File: src/rtl/e4m3_from_int_if.sv
// Valid/ready operand and result channels of the integer to E4M3 converter.
interface e4m3_from_int_if;
    logic        in_valid;
    logic        in_ready;
    logic [15:0] a;
    logic        out_valid;
    logic        out_ready;
    logic [7:0]  y;

    modport master (output in_valid, a, out_ready, input in_ready, out_valid, y);
    modport slave  (input in_valid, a, out_ready, output in_ready, out_valid, y);
endinterface

File: src/rtl/e4m3_from_int.sv
// Signed fixed-point to FP8 E4M3 converter: bit-serial normalise, RNE round,
// saturate to +-448.
module e4m3_from_int #(
    parameter int FRAC_BITS = 0
) (
    input  logic            clock,
    input  logic            reset,
    e4m3_from_int_if.slave  bus
);
    typedef enum logic [1:0] {IDLE, NORM, ROUND, DONE} state_t;

    state_t      state_q, state_d;
    logic        sign_q, sign_d;
    logic [16:0] mag_q, mag_d;
    logic [4:0]  s_q, s_d;
    logic [7:0]  y_q, y_d;

    logic [5:0]  exp_raw, exp_r;
    logic [2:0]  m, m_r;
    logic [3:0]  m_sum;
    logic        guard, sticky, rnd_up, sat;

    // Rounding datapath; only consumed in ROUND, where mag_q[16] is the hidden one.
    always_comb begin
        exp_raw = 6'(23 - FRAC_BITS) - {1'b0, s_q};
        m       = mag_q[15:13];
        guard   = mag_q[12];
        sticky  = |mag_q[11:0];
        rnd_up  = guard & (sticky | m[0]);
        m_sum   = {1'b0, m} + {3'b000, rnd_up};
        exp_r   = exp_raw + {5'b0, m_sum[3]};
        m_r     = m_sum[2:0];
        sat     = (exp_r > 6'd15) || ((exp_r == 6'd15) && (m_r == 3'b111));
    end

    always_comb begin
        state_d = state_q;
        sign_d  = sign_q;
        mag_d   = mag_q;
        s_d     = s_q;
        y_d     = y_q;
        unique case (state_q)
            IDLE: begin
                if (bus.in_valid) begin
                    sign_d = bus.a[15];
                    mag_d  = bus.a[15] ? (17'd0 - {bus.a[15], bus.a}) : {1'b0, bus.a};
                    s_d    = 5'd0;
                    if (bus.a == 16'h0000) begin
                        y_d     = 8'h00;
                        state_d = DONE;
                    end else begin
                        state_d = NORM;
                    end
                end
            end
            NORM: begin
                if (mag_q[16]) begin
                    state_d = ROUND;
                end else begin
                    mag_d = {mag_q[15:0], 1'b0};
                    s_d   = s_q + 5'd1;
                end
            end
            ROUND: begin
                y_d     = sat ? {sign_q, 7'h7E} : {sign_q, exp_r[3:0], m_r};
                state_d = DONE;
            end
            DONE: begin
                if (bus.out_ready) state_d = IDLE;
            end
            default: state_d = IDLE;
        endcase
    end

    always_ff @(posedge clock) begin
        if (reset) begin
            state_q <= IDLE;
            sign_q  <= 1'b0;
            mag_q   <= '0;
            s_q     <= '0;
            y_q     <= 8'h00;
        end else begin
            state_q <= state_d;
            sign_q  <= sign_d;
            mag_q   <= mag_d;
            s_q     <= s_d;
            y_q     <= y_d;
        end
    end

    assign bus.in_ready  = (state_q == IDLE);
    assign bus.out_valid = (state_q == DONE);
    assign bus.y         = y_q;
endmodule

File: src/flat_wrapper.sv
// flat-port wrapper written by rule: the top's interface ports become plain ports
module e4m3_from_int_flat 
#(
    parameter int FRAC_BITS = 0
)
  (clock, reset, bus_in_valid, bus_a, bus_out_ready, bus_in_ready, bus_out_valid, bus_y);
  e4m3_from_int_if bus_i ();
  input  logic clock;
  input  logic reset;
  input wire logic [$bits(bus_i.in_valid)-1:0] bus_in_valid;
  input wire logic [$bits(bus_i.a)-1:0] bus_a;
  input wire logic [$bits(bus_i.out_ready)-1:0] bus_out_ready;
  output wire logic [$bits(bus_i.in_ready)-1:0] bus_in_ready;
  output wire logic [$bits(bus_i.out_valid)-1:0] bus_out_valid;
  output wire logic [$bits(bus_i.y)-1:0] bus_y;
  assign bus_i.in_valid = bus_in_valid;
  assign bus_i.a = bus_a;
  assign bus_i.out_ready = bus_out_ready;
  assign bus_in_ready = bus_i.in_ready;
  assign bus_out_valid = bus_i.out_valid;
  assign bus_y = bus_i.y;
  e4m3_from_int #(.FRAC_BITS(FRAC_BITS)) u_core (.clock(clock), .reset(reset), .bus(bus_i));
endmodule
File: config.mk
export PLATFORM = sky130hd
export DESIGN_NAME = e4m3_from_int_flat
export DESIGN_NICKNAME = d
export VERILOG_FILES = /design/src/rtl/e4m3_from_int_if.sv /design/src/rtl/e4m3_from_int.sv /design/src/flat_wrapper.sv
export SDC_FILE = /design/constraint.sdc
export NUM_CORES = 1
export LEC_CHECK = 0
export CAP_MARGIN = 15
export CORE_AREA = 2 2 81 52
export CTS_CLUSTER_DIAMETER = 120
export DETAILED_ROUTE_END_ITERATION = 6
export DIE_AREA = 0 0 83 54
export PLACE_DENSITY_LB_ADDON = 0.2
export SYNTH_ARGS = -nofsm -noshare
export SYNTH_HDL_FRONTEND = slang
export SYNTH_SLANG_ARGS = --single-unit
File: constraint.sdc
create_clock -name clock -period 5.5 [get_ports clock]
set_clock_uncertainty 0.2 [all_clocks]
set_input_delay 1.1 -clock clock [delete_from_list [all_inputs] [get_ports clock]]
set_output_delay 1.1 -clock clock [all_outputs]
set_load 0.02 [all_outputs]
==> impl_metrics.py <==
metrics = {
    "global_route": {
        "antenna_found_initial": 0,
        "grt_first_pass_wirelength_um": 8190,
        "grt_max_degree": 30,
        "grt_usage": 0.232,
        "grt-ovfl-total": 0,
        "grt_pass1_vias": 1735,
    },
    "synthesis": {
        "yosysSeqAreaShare": 0.309,
        "synth_edf_count": 0,
        "synthesis.nets": 285,
        "synth.cell_area_um2": 2140,
        "yosys.area.top_type": "dfxtp_1",
        "synthArstFlopShare": 0,
        "syn_area_per_cell_um2": 8.35,
        "synth_warnings": 0,
        "synthTopCellsByArea": "dfxtp_1 (31%), xor2_1 (5.7%), ha_1 (5.3%)",
        "synth.top_cell.area_share": 0.309,
        "synth.most_common_cell": "dfxtp_1",
        "yosys-top-cells-count": "dfxtp_1 (33), nor2_1 (22), o21ai_0 (16)",
        "synth_ff_type": "dfxtp_1",
        "ys_ff_latch": 33,
        "synth_cells": 256,
        "yosys.cell_types.count": 53,
    },
    "die": {
        "dieArea_um2": 4480,
        "start_util": 0.555,
        "die_h_um": 54,
        "coreArea_um2": 3850,
        "row_count": 18,
        "io_pins": 30,
        "die_w_um": 83,
    },
    "clock_network": {
        "cts_tree": "yes",
        "cts_setup_buffers": 0,
        "clock_sinks": 33,
        "cts_made_buffers": 5,
        "cts_resized": 0,
        "insertion_delay_ps": 280,
        "htreeDepth": 2,
        "clockBufferDepth": 2,
        "cts_hold_buf": 0,
        "clkTransAtPathRegs_ps": 60,
        "cts.root.buffer_cell": "clkbuf_8",
    },
    "cells_and_area": {
        "n_antenna_cell": 0,
        "syn_to_final_growth_pct": 17.1,
        "stdcell_count": 325,
        "drive_above_1_share": 0.0691,
        "nNetsFinal": 304,
    },
    "pwr": {
        "ir_drop_uv": 254,
        "leakage_nw": 0.941,
        "p_per_area_nw_per_um2": 408,
    },
    "worst_setup_path": {
        "critical_path.startpoint": "bus_a[15]",
        "startpoint_type": "primary input",
        "cp_max_fo": 18,
        "worstSetupPathType": "in2reg",
        "worstReg2RegStart": "u_core.state_q[0]",
        "critical_path_arrival_ps": 3520,
        "cp.required_ps": 5460,
        "worstSetupEndpointType": "flop",
    },
    "timing": {
        "grt_setup_unrepaired": "no",
        "fmax_mhz": 281,
        "finalCriticalPeriod_ps": 3550,
        "tightest_slew_ps": 839,
        "setup_viol": 0,
        "timing.final.crit_share": 0.646,
        "hold_violations": 0,
        "final_max_slew_viol_count": 0,
        "timing.hold.ws_ps": 270,
        "slew_headroom": 0.440,
        "setup_tns_ps": 0,
    },
    "detailed_routing": {
        "drtPass1Iterations": 4,
        "drt_drc_violations_left": 0,
        "wl_per_cell_um": 15.0,
        "viasPerCell": 5.90,
        "vias": 1918,
        "drt_iter0_drc": 154,
        "wl_um": 4870,
        "postRouteAntennaNets": 0,
    },
    "run": {
        "max_cap_viol_count": 0,
    },
    "placed_design": {
        "placed_cells": 318,
        "globalplace.congestion": 0.819,
        "port-buffer-count": 29,
        "dpl.hpwl_um": 3630,
    },
    "status": {
        "status": "completed",
    },
    "hold_path": {
        "hold_class": "reg2reg",
        "worstHoldStart": "u_core.bus.y[5]",
    },
}
-- power breakdown --
| part | internal (mW) | switching, mW | leakage, nW | total, mW |
|---|---|---|---|---|
| Combinational | 0.201 | 0.270 | 0.626 | 0.472 |
| Sequential | 0.308 | 0.0590 | 0.270 | 0.367 |
| Clock | 0.0993 | 0.0851 | 0.0443 | 0.184 |
| Total | 0.609 | 0.414 | 0.941 | 1.02 |
-- worst max-delay path: stages --
cell and delay, ps:
clkdlybuf4s50_1 680, or4b_2 810, nor4_4 260, a31o_4 240, nor2_4 50, a221o_1 370
-- cell type report --
type / count / area, um^2
repair buffers: 32 / 313
fillers: 326 / 1350
clock buffers: 7 / 86.3
flip-flops and latches: 33 / 661
multi-input cells: 194 / 1350
inverters: 9 / 33.8
well taps: 50 / 62.6
-- cells by family (layout without fill, tap and decap cells) --
logic type               Yosys count  after routing  share of synthesized area
flip-flops                        33             33                      0.309
adder cells (fa/ha/maj)            9              9                     0.0527
multiplexers                       2              2                    0.00936
AND/OR/NAND/NOR                   86             86                      0.228
buffers and inverters             29             48                     0.0626
XOR/XNOR                          19             19                     0.0778
AO/OA/AOI/OAI                     78             78                      0.261
-- flip-flops by register name (all words and copies together) (netlist names) --
register / cells
u_core.mag_q: 17
u_core.bus.y: 8
u_core.s_q: 5
u_core.state_q: 2
u_core.sign_q: 1
-- final timing paths --
path / slack [ps] / endpoint / cells past startpoint
setup / recovery: 1950 / u_core.bus.y[1] / 6
hold / removal: 270 / u_core.bus.y[5] / 1
setup reg to reg: 2810 / u_core.mag_q[8] / 8
hold reg to reg: 270 / u_core.bus.y[5] / 1
-- layout by cell type (no fill, tap or decap), types with 3 or more instances in the layout --
cell             Yosys  final
nor3_1               7      7
o21ai_0             16     16
clkbuf_8             0      6
xnor2_1              5      5
o211ai_1             4      4
o31ai_1              5      5
nor2_1              22     22
nand2b_1             7      7
nand2_1             13     13
a221o_1              3      3
ha_1                 9      9
a211oi_1            10      9
and2_1               3      3
a2bb2oi_1            5      5
o21a_1               3      3
nor4_1               4      4
a21oi_1             14     14
clkdlybuf4s50_1      0     29
dfxtp_1             33     33
buf_4                0      3
or4_1                3      3
nand3_1              3      3
nor2b_1              5      5
xor2_1              14     14
inv_1                9      9
o41ai_1              3      3
-- through the flow --
step	instance area (um^2)	worst slack, ps	utilization	power [mW]
floorplan	2140	2400	-	0.695
global placement	2420	1730	0.628	0.830
detailed placement	2420	1660	0.628	0.836
CTS	2500	1950	0.650	1.02
global route	2500	1840	0.650	1.10
finish	2500	1950	0.650	1.02
-- layer usage --
metal | track usage | vias up | share of wire
met2 | 0.353 | 44 | 0.41
met5 | 0 | - | 0
met4 | 0.0492 | 0 | 0.0074
met3 | 0.0460 | 5 | 0.043
met1 | 0.340 | 892 | 0.54
li1 | - | 977 | -
(Power assumes the default switching activity.)
